===== config.mk =====
export PLATFORM = sky130hd
export DESIGN_NAME = matdet_sched_flat
export DESIGN_NICKNAME = d
export VERILOG_FILES = /design/src/rtl/matdet_sched_pkg.sv /design/src/rtl/matdet_sched_if.sv /design/src/rtl/matdet_sched_matdet3.sv /design/src/rtl/matdet_sched_rr_arbiter.sv /design/src/rtl/matdet_sched.sv /design/src/flat_wrapper.sv
export SDC_FILE = /design/constraint.sdc
export NUM_CORES = 2
export LEC_CHECK = 0
export CORE_ASPECT_RATIO = 0.9
export CORE_UTILIZATION = 38
export CTS_CLUSTER_SIZE = 8
export DETAILED_ROUTE_END_ITERATION = 8
export RECOVER_POWER = 50
export SLEW_MARGIN = 20
export SYNTH_ARGS = -nofsm -noshare
export SYNTH_HDL_FRONTEND = slang
export SYNTH_SLANG_ARGS = --single-unit

===== constraint.sdc =====
create_clock -name clk -period 33.9 [get_ports clk]
set_input_delay 6.78 -clock clk [delete_from_list [all_inputs] [get_ports clk]]
set_output_delay 6.78 -clock clk [all_outputs]
set_load 0.01 [all_outputs]

===== src/rtl/matdet_sched_pkg.sv =====
// Shared definitions for the determinant scheduler: FSM encoding, element
// placement inside a packed matrix, and id-width sizing.
package matdet_sched_pkg;

  localparam logic [1:0] ST_IDLE    = 2'd0;
  localparam logic [1:0] ST_COMPUTE = 2'd1;
  localparam logic [1:0] ST_HOLD    = 2'd2;

  // Bit offset of element (r,c) inside one packed n x n matrix of w-bit elements.
  function automatic int elem_lsb(input int r, input int c, input int n, input int w);
    return (r * n + c) * w;
  endfunction

  // Index width that stays at least one bit when there is a single requester.
  function automatic int id_width(input int n);
    return (n > 1) ? $clog2(n) : 1;
  endfunction

endpackage


===== src/rtl/matdet_sched_if.sv =====
// Request/result bundle between requesters, result consumer and matdet_sched.
interface matdet_sched_if
  import matdet_sched_pkg::*;
#(
  parameter int DATA_WIDTH  = 16,
  parameter int MATRIX_SIZE = 3,
  parameter int NUM_REQ     = 4
);

  localparam int MAT_W = MATRIX_SIZE * MATRIX_SIZE * DATA_WIDTH;
  localparam int ID_W  = id_width(NUM_REQ);

  logic [NUM_REQ-1:0]         req_valid;
  logic [NUM_REQ-1:0]         req_ready;
  logic [NUM_REQ*MAT_W-1:0]   req_matrix;
  logic                       res_valid;
  logic                       res_ready;
  logic [DATA_WIDTH-1:0]      res_det;
  logic [ID_W-1:0]            res_id;
  logic                       busy;

  modport master (
    output req_valid, req_matrix, res_ready,
    input  req_ready, res_valid, res_det, res_id, busy
  );

  modport slave (
    input  req_valid, req_matrix, res_ready,
    output req_ready, res_valid, res_det, res_id, busy
  );

endinterface


===== src/rtl/matdet_sched_matdet3.sv =====
// Combinational 3x3 determinant; arithmetic wraps at DATA_WIDTH, which equals
// the full-precision result truncated to DATA_WIDTH.
module matdet3
  import matdet_sched_pkg::*;
#(
  parameter int DATA_WIDTH = 16
) (
  input  logic [9*DATA_WIDTH-1:0] matrix,
  output logic [DATA_WIDTH-1:0]   det
);

  logic signed [DATA_WIDTH-1:0] m [9];
  logic signed [DATA_WIDTH-1:0] cof0;
  logic signed [DATA_WIDTH-1:0] cof1;
  logic signed [DATA_WIDTH-1:0] cof2;

  for (genvar gi = 0; gi < 9; gi++) begin : g_unpack
    assign m[gi] = matrix[elem_lsb(gi / 3, gi % 3, 3, DATA_WIDTH) +: DATA_WIDTH];
  end

  assign cof0 = m[4] * m[8] - m[5] * m[7];
  assign cof1 = m[3] * m[8] - m[5] * m[6];
  assign cof2 = m[3] * m[7] - m[4] * m[6];
  assign det  = m[0] * cof0 - m[1] * cof1 + m[2] * cof2;

endmodule


===== src/rtl/matdet_sched_rr_arbiter.sv =====
// Round-robin selector: one-hot grant starting after the last granted
// requester; the pointer only moves when the grant is actually taken.
module rr_arbiter
  import matdet_sched_pkg::*;
#(
  parameter int NUM_REQ = 4
) (
  input  logic               clk,
  input  logic               srst,
  input  logic [NUM_REQ-1:0] req,
  input  logic               advance,
  output logic [NUM_REQ-1:0] grant
);

  localparam int PTR_W = id_width(NUM_REQ);

  logic [PTR_W-1:0] last_reg;
  logic [PTR_W-1:0] last_next;
  logic             found;

  always_comb begin
    grant = '0;
    found = 1'b0;
    for (int i = 1; i <= NUM_REQ; i++) begin
      if (!found && req[(int'(last_reg) + i) % NUM_REQ]) begin
        grant[(int'(last_reg) + i) % NUM_REQ] = 1'b1;
        found = 1'b1;
      end
    end
  end

  always_comb begin
    last_next = last_reg;
    for (int i = 0; i < NUM_REQ; i++) begin
      if (grant[i]) begin
        last_next = PTR_W'(i);
      end
    end
  end

  // Reset points at the top requester so the first search begins at 0.
  always_ff @(posedge clk) begin
    if (srst) begin
      last_reg <= PTR_W'(NUM_REQ - 1);
    end else if (advance) begin
      last_reg <= last_next;
    end
  end

endmodule


===== src/rtl/matdet_sched.sv =====
// Shares one determinant datapath among NUM_REQ requesters: round-robin
// accept in IDLE, one cycle of compute, then hold the result until taken.
module matdet_sched
  import matdet_sched_pkg::*;
#(
  parameter int DATA_WIDTH  = 16,
  parameter int MATRIX_SIZE = 3,
  parameter int NUM_REQ     = 4
) (
  input  logic            clk,
  input  logic            rst,
  matdet_sched_if.slave   bus
);

  localparam int MAT_W = MATRIX_SIZE * MATRIX_SIZE * DATA_WIDTH;
  localparam int ID_W  = id_width(NUM_REQ);

  logic [1:0]            state_reg;
  logic [1:0]            state_next;
  logic [MAT_W-1:0]      operand_reg;
  logic [ID_W-1:0]       id_reg;
  logic [ID_W-1:0]       res_id_reg;
  logic [DATA_WIDTH-1:0] res_det_reg;
  logic                  res_valid_reg;
  logic [DATA_WIDTH-1:0] det_comb;
  logic [NUM_REQ-1:0]    grant;
  logic [ID_W-1:0]       grant_idx;
  logic                  idle;
  logic                  accept;
  logic [MAT_W-1:0]      slice [NUM_REQ];

  assign idle   = (state_reg == ST_IDLE);
  assign accept = idle && !rst && (|bus.req_valid);

  rr_arbiter #(.NUM_REQ(NUM_REQ)) u_arb (
    .clk     (clk),
    .srst    (rst),
    .req     (bus.req_valid),
    .advance (accept),
    .grant   (grant)
  );

  // Grants are only visible while idle and out of reset.
  assign bus.req_ready = (idle && !rst) ? grant : '0;

  always_comb begin
    grant_idx = '0;
    for (int i = 0; i < NUM_REQ; i++) begin
      if (grant[i]) begin
        grant_idx = ID_W'(i);
      end
    end
  end

  for (genvar gi = 0; gi < NUM_REQ; gi++) begin : g_slice
    assign slice[gi] = bus.req_matrix[gi*MAT_W +: MAT_W];
  end

  // Datapath for the configured size; sizes above 3 have no datapath here.
  if (MATRIX_SIZE == 3) begin : g_det3
    matdet3 #(.DATA_WIDTH(DATA_WIDTH)) u_det (
      .matrix (operand_reg),
      .det    (det_comb)
    );
  end else if (MATRIX_SIZE == 2) begin : g_det2
    assign det_comb =
        operand_reg[elem_lsb(0, 0, 2, DATA_WIDTH) +: DATA_WIDTH] *
        operand_reg[elem_lsb(1, 1, 2, DATA_WIDTH) +: DATA_WIDTH] -
        operand_reg[elem_lsb(0, 1, 2, DATA_WIDTH) +: DATA_WIDTH] *
        operand_reg[elem_lsb(1, 0, 2, DATA_WIDTH) +: DATA_WIDTH];
  end else if (MATRIX_SIZE == 1) begin : g_det1
    assign det_comb = operand_reg[DATA_WIDTH-1:0];
  end else begin : g_det_none
    assign det_comb = '0;
  end

  always_comb begin
    state_next = state_reg;
    case (state_reg)
      ST_IDLE:    if (accept) state_next = ST_COMPUTE;
      ST_COMPUTE: state_next = ST_HOLD;
      ST_HOLD:    if (bus.res_ready) state_next = ST_IDLE;
      default:    state_next = ST_IDLE;
    endcase
  end

  always_ff @(posedge clk) begin
    if (rst) begin
      state_reg     <= ST_IDLE;
      operand_reg   <= '0;
      id_reg        <= '0;
      res_id_reg    <= '0;
      res_det_reg   <= '0;
      res_valid_reg <= 1'b0;
    end else begin
      state_reg <= state_next;
      if (accept) begin
        operand_reg <= slice[grant_idx];
        id_reg      <= grant_idx;
      end
      if (state_reg == ST_COMPUTE) begin
        res_det_reg   <= det_comb;
        res_id_reg    <= id_reg;
        res_valid_reg <= 1'b1;
      end else if (state_reg == ST_HOLD && bus.res_ready) begin
        res_valid_reg <= 1'b0;
      end
    end
  end

  assign bus.res_valid = res_valid_reg;
  assign bus.res_det   = res_det_reg;
  assign bus.res_id    = res_id_reg;
  assign bus.busy      = !idle;

endmodule


===== src/flat_wrapper.sv =====
// flat-port wrapper written by rule: the top's interface ports become plain ports
module matdet_sched_flat import matdet_sched_pkg::*;
#(
  parameter int DATA_WIDTH  = 16,
  parameter int MATRIX_SIZE = 3,
  parameter int NUM_REQ     = 4
)
  (clk, rst, bus_req_valid, bus_req_matrix, bus_res_ready, bus_req_ready, bus_res_valid, bus_res_det, bus_res_id, bus_busy);
  matdet_sched_if #(.DATA_WIDTH(DATA_WIDTH), .MATRIX_SIZE(MATRIX_SIZE), .NUM_REQ(NUM_REQ)) bus_i ();
  input  logic clk;
  input  logic rst;
  input wire logic [$bits(bus_i.req_valid)-1:0] bus_req_valid;
  input wire logic [$bits(bus_i.req_matrix)-1:0] bus_req_matrix;
  input wire logic [$bits(bus_i.res_ready)-1:0] bus_res_ready;
  output wire logic [$bits(bus_i.req_ready)-1:0] bus_req_ready;
  output wire logic [$bits(bus_i.res_valid)-1:0] bus_res_valid;
  output wire logic [$bits(bus_i.res_det)-1:0] bus_res_det;
  output wire logic [$bits(bus_i.res_id)-1:0] bus_res_id;
  output wire logic [$bits(bus_i.busy)-1:0] bus_busy;
  assign bus_i.req_valid = bus_req_valid;
  assign bus_i.req_matrix = bus_req_matrix;
  assign bus_i.res_ready = bus_res_ready;
  assign bus_req_ready = bus_i.req_ready;
  assign bus_res_valid = bus_i.res_valid;
  assign bus_res_det = bus_i.res_det;
  assign bus_res_id = bus_i.res_id;
  assign bus_busy = bus_i.busy;
  matdet_sched #(.DATA_WIDTH(DATA_WIDTH), .MATRIX_SIZE(MATRIX_SIZE), .NUM_REQ(NUM_REQ)) u_core (.clk(clk), .rst(rst), .bus(bus_i));
endmodule

; Word-level counts from Yosys, hierarchy flattened
; Index checks and enable logic that the tools add are counted.
; Widths: inputs -> output; s select.
[totals]
ff_bits = 169
input_bits = 583
output_inout_bits = 24
elab_cells = 114
[op_classes]
add_sub_neg = 9
mul = 9
order_cmp = 9
eq_ne = 4
muxes = 43
bitwise_logic = 8
reduce_logical = 25
[ops]
columns = op, n
row1 = $bmux 144 s2, 1
row2 = $mux 144, 2
row3 = $mul 16x16->16, 9
row4 = $sub 16x16->16, 4
row5 = $mux 4, 5
row6 = $mux 1, 18
row7 = $add 16x16->16, 1
row8 = $lt 3x4->1 const B, 4
row9 = $mux 2, 8
row10 = $ge 3x1->1 const B, 4
row11 = $or 4x4->4, 3
row12 = $logic_and 1x1->1, 10
row13 = $bmux 1 s2, 4
row14 = $demux 1 s2, 4
row15 = $reduce_or 2->1, 4
row16 = $pmux 2 s3, 1
row17 = $logic_not 1->1, 5
row18 = $add 2x1->2 const B, 2
row19 = $add 2x2->2 const B, 2
row20 = $and 1x1->1 const A, 4
row21 = $ne 2x2->1 const B, 2
row22 = $reduce_and 2->1, 2
row23 = $reduce_bool 4->1, 1
row24 = $reduce_or 4->1, 1
row25 = 6 further kinds, 6

; Depth between registers and ports, before layout
[depth]
ltp_word = 23
depth_mapped = 54
mapped_depth_nobuf = 52

; Cells and area by module
; A second synthesis with hierarchy kept.
[unflattened]
hier_cells = 5525
area_unflattened_um2 = 49074.6
[modules_own_cells]
columns = mod, n_inst, cells_each, area_each_um2, seq_area_each_um2
row1 = matdet3, 1, 4339, 37886.3, 0.0
row2 = matdet_sched, 1, 1117, 10610.2, 3343.2
row3 = rr_arbiter, 1, 69, 578.1, 40.0

; Least setup slack after synthesis
; No wires, ideal clock.
[synth_path]
path_kind = input to output
from = in bus_req_valid[1]
to = out bus_req_ready[1]
t_arrival_ns = 8.881
slack_ns = 18.239
stages = 7
path_buffers = 3
cell_sequence = or3b_2 a311oi_1 a221o_1 clkbuf_1 buf_2 buf_1 nor2b_1
[synth_via]
elab_chain_len = 14
word_cells_on_any_way = 29
cone_classes = 20 x mux / 3 x bitwise / 6 x reduce/logical
[synth_rtl]
columns = item, line_no
row1 = from (decl), flat_wrapper.sv:12  ; input wire logic [$bits(bus_i.req_valid)-1:0] bus_req_valid;
row2 = $bmux 1 s2, matdet_sched_rr_arbiter.sv:25  ; if (!found && req[(int'(last_reg) + i) % NUM_REQ]) begin
row3 = $mux 1 (implied by the code) (2 in a row), matdet_sched_rr_arbiter.sv:25
row4 = $mux 1, matdet_sched_rr_arbiter.sv:25
row5 = $logic_not 1->1, matdet_sched_rr_arbiter.sv:25
row6 = $logic_and 1x1->1, matdet_sched_rr_arbiter.sv:25
row7 = $mux 1, matdet_sched_rr_arbiter.sv:25
row8 = $logic_not 1->1, matdet_sched_rr_arbiter.sv:25
row9 = $logic_and 1x1->1, matdet_sched_rr_arbiter.sv:25
row10 = $mux 1, matdet_sched_rr_arbiter.sv:25
row11 = $logic_not 1->1, matdet_sched_rr_arbiter.sv:25
row12 = $logic_and 1x1->1, matdet_sched_rr_arbiter.sv:25
row13 = $mux 4 *, matdet_sched_rr_arbiter.sv:25
row14 = $mux 4 *, matdet_sched.sv:44  ; assign bus.req_ready = (idle && !rst) ? grant : '0;
row15 = to (decl), flat_wrapper.sv:15  ; output wire logic [$bits(bus_i.req_ready)-1:0] bus_req_ready;
; Mark *: on every way between the ends. The rest lies on a longest branch, timed or not. The select of a mux whose other input is x is not followed.

; Final worst setup path
[layout_path]
from = in bus_req_valid[3]
to = out bus_req_ready[1]
; The elaborated chain is that of the path after synthesis.

==> flow_summary.yaml <==
route:
  routed_via_density: 5.01
  wl_um: 161000
  drc: 0
  first_pass_iters: 5
  routedWlPerCell_um: 20.8
  vias: 38800
  drtIter0Drc: 2255
  postRouteAntennaNets: 0
timing:
  rsz0062_at_grt: "false"
  setup_viol: 0
  maxSlewHeadroom: -2.75
  clock.fmax_mhz: 55.8
  worstMarginPinSlew_ns: 5.63
  slew_violations: 536
  hold_violations: 0
  clock_skew_ns: 0.0289
  fin_crit_ns: 17.93
  finalCritPeriodShare: 0.529
  finalSetupTns_ns: 0
worst_setup_path:
  criticalPathCategory: "in2out"
  arrival_ns: 11.15
  cp-end-kind: "output pin"
  crit_family: "compound AO/OA/AOI/OAI gates"
  cp.required_ns: 27.12
  cp-start-kind: "input pin"
  path_max_fanout: 22
  path_buf_inv: 2
  cp_slowest_cell: "a221o_1"
  critPathMaxStageDelay_ns: 1.50
  crit_path_cell_trace: "dlygate4sd3_1 > or3b_2 > a311oi_1 > a221o_1 > nor2b_1 > clkdlybuf4s50_1"
  r2r_slack_ns: 19.26
cts:
  htree_levels: 4
  clk_latency_ns: 0.54
  cts-resized-gates: 0
  cts.sinks: 169
  clockRootBuffer: "clkbuf_16"
  cts_buffers: 17
  cts_buffer_depth: 2
  postCtsHoldBufs: 0
  cts_setup_buffers: 0
  cts_tree: "done"
  path_clk_slew_ns: 0.07
grt:
  grt.busiest_layer: "met2"
  grt_use_met1: 0.324
  overflow: 0
  grtUsageTotal: 0.257
  grt_max_degree: 156
  grt_pass1_vias: 41200
  antenna_found_initial: 15
  met3_usage: 0.0445
  grtUsageMet2: 0.428
  grt_pass1_wl_um: 248000
floorplanning:
  ios: 607
  die_y_um: 340
  dieArea_um2: 128000
  fp.dieW_um: 377
  rows: 123
  coreArea_um2: 125000
  initial_core_util: 0.384
logic_synthesis:
  syn_inst: 5636
  synth_nets: 7554
  synth.avg_cell_area_um2: 8.55
  synth_edf_count: 0
  synth.yosys.seq_area_share: 0.0702
  yosysWarningCount: 0
  synth_ff_type: "dfxtp_1"
  synth_seq_cells: 169
  synthArstFlopShare: 0
  synth_area_um2: 48200
  yosysUniqueCellTypes: 63
layout:
  syn2layout_area_growth_pct: 17.3
  drive_above_1_share: 0.0238
  nets: 7949
  largest_register_ffs: 144
placed_design:
  hpwl_um: 131000
  io_buffers: 606
  gp_congestion: 0.984
hold_path:
  hold_path_class: "reg2reg"
outcome:
  status: "finished, violations left"
  violations: "capacitance limit, slew limit"
run:
  timing.max_cap.violations: 8
[per-stage QoR]
stage / area, um^2 / hold WS (ns) / util / setup WS (ns) / std cells
6_report: 56500 / 0.454 / 0.451 / 15.97 / 7741
4_1_cts: 56500 / 0.460 / 0.451 / 16.75 / 7731
5_1_grt: 56500 / 0.483 / 0.451 / 15.75 / 7733
3_5_place_dp: 55900 / 0.450 / 0.446 / 16.75 / 7699
3_3_place_gp: 55900 / 0.446 / 0.446 / 16.79 / 7699
2_1_floorplan: 48200 / 0.432 / - / 18.24 / 5636
[tightest hold or removal path: stages (launching register included)]
cell and delay [ns]:
dfxtp_1 0.31, nand2_1 0.05, a21oi_1 0.05
[cell type report]
type                       count  area [um^2]
multi-input combinational   4024        39400
antenna                       10         25.0
timing repair buffer         708         6810
clock inverter                11          133
inverter                    1111         4170
sequential                   169         3380
tap                         1687         2110
fill                       12400        68800
clock buffer                  21          470
[layer usage]
layer,share of wire,vias to the layer above
met3,0.065,297
met2,0.47,1364
met1,0.41,19100
met5,0.00019,-
li1,-,18000
met4,0.050,4
[cells by family after synthesis]
kind of cell | Yosys count | synth area share
fa+ha+maj | 1335 | 0.480
buf+inv | 1443 | 0.113
compound gates | 572 | 0.0716
simple gates | 1657 | 0.175
xor+xnor | 312 | 0.0596
mux | 148 | 0.0313
flops | 169 | 0.0702
[placed cells by master (no fill, tap or decap), types with 10 or more instances in the layout]
master           instances
and2_1                 593
nor3_1                  12
a21o_1                  10
nand3b_1               150
fa_1                   852
nor2_1                 175
inv_1                 1111
clkdlybuf4s50_1        584
diode_2                 10
a211oi_1               149
ha_1                   483
xnor2_1                245
dlygate4sd3_1           21
clkbuf_16               17
xor2_1                  57
o21ai_0                162
dfxtp_1                169
nand2_1                674
a21oi_1                196
mux2i_1                146
buf_4                   94
[cell usage after synthesis (162+ instances only)]
cell type,count,area share
a21oi_1,196,0.020
fa_1,852,0.35
o21ai_0,162,0.017
inv_1,1111,0.087
clkbuf_1,302,0.024
and2_1,593,0.077
nor2_1,175,0.014
ha_1,483,0.13
nand2_1,674,0.053
dfxtp_1,169,0.070
xnor2_1,245,0.045
[worst paths after layout]
path                                                     startpoint                             endpoint  cells after the start
worst max-delay path                               bus_req_valid[3]                     bus_req_ready[1]                      6
worst min-delay path            u_core.bus.res_det[13]$_SDFFE_PP0P_  u_core.bus.res_det[13]$_SDFFE_PP0P_                      2
worst max register to register  u_core.operand_reg[68]$_SDFFE_PP0P_  u_core.bus.res_det[15]$_SDFFE_PP0P_                     47
worst min register to register  u_core.bus.res_det[13]$_SDFFE_PP0P_  u_core.bus.res_det[13]$_SDFFE_PP0P_                      2
Power is left out: the tool's default activity adds up to more than one toggle a clock period on the data nets, which glitch-free logic cannot reach.
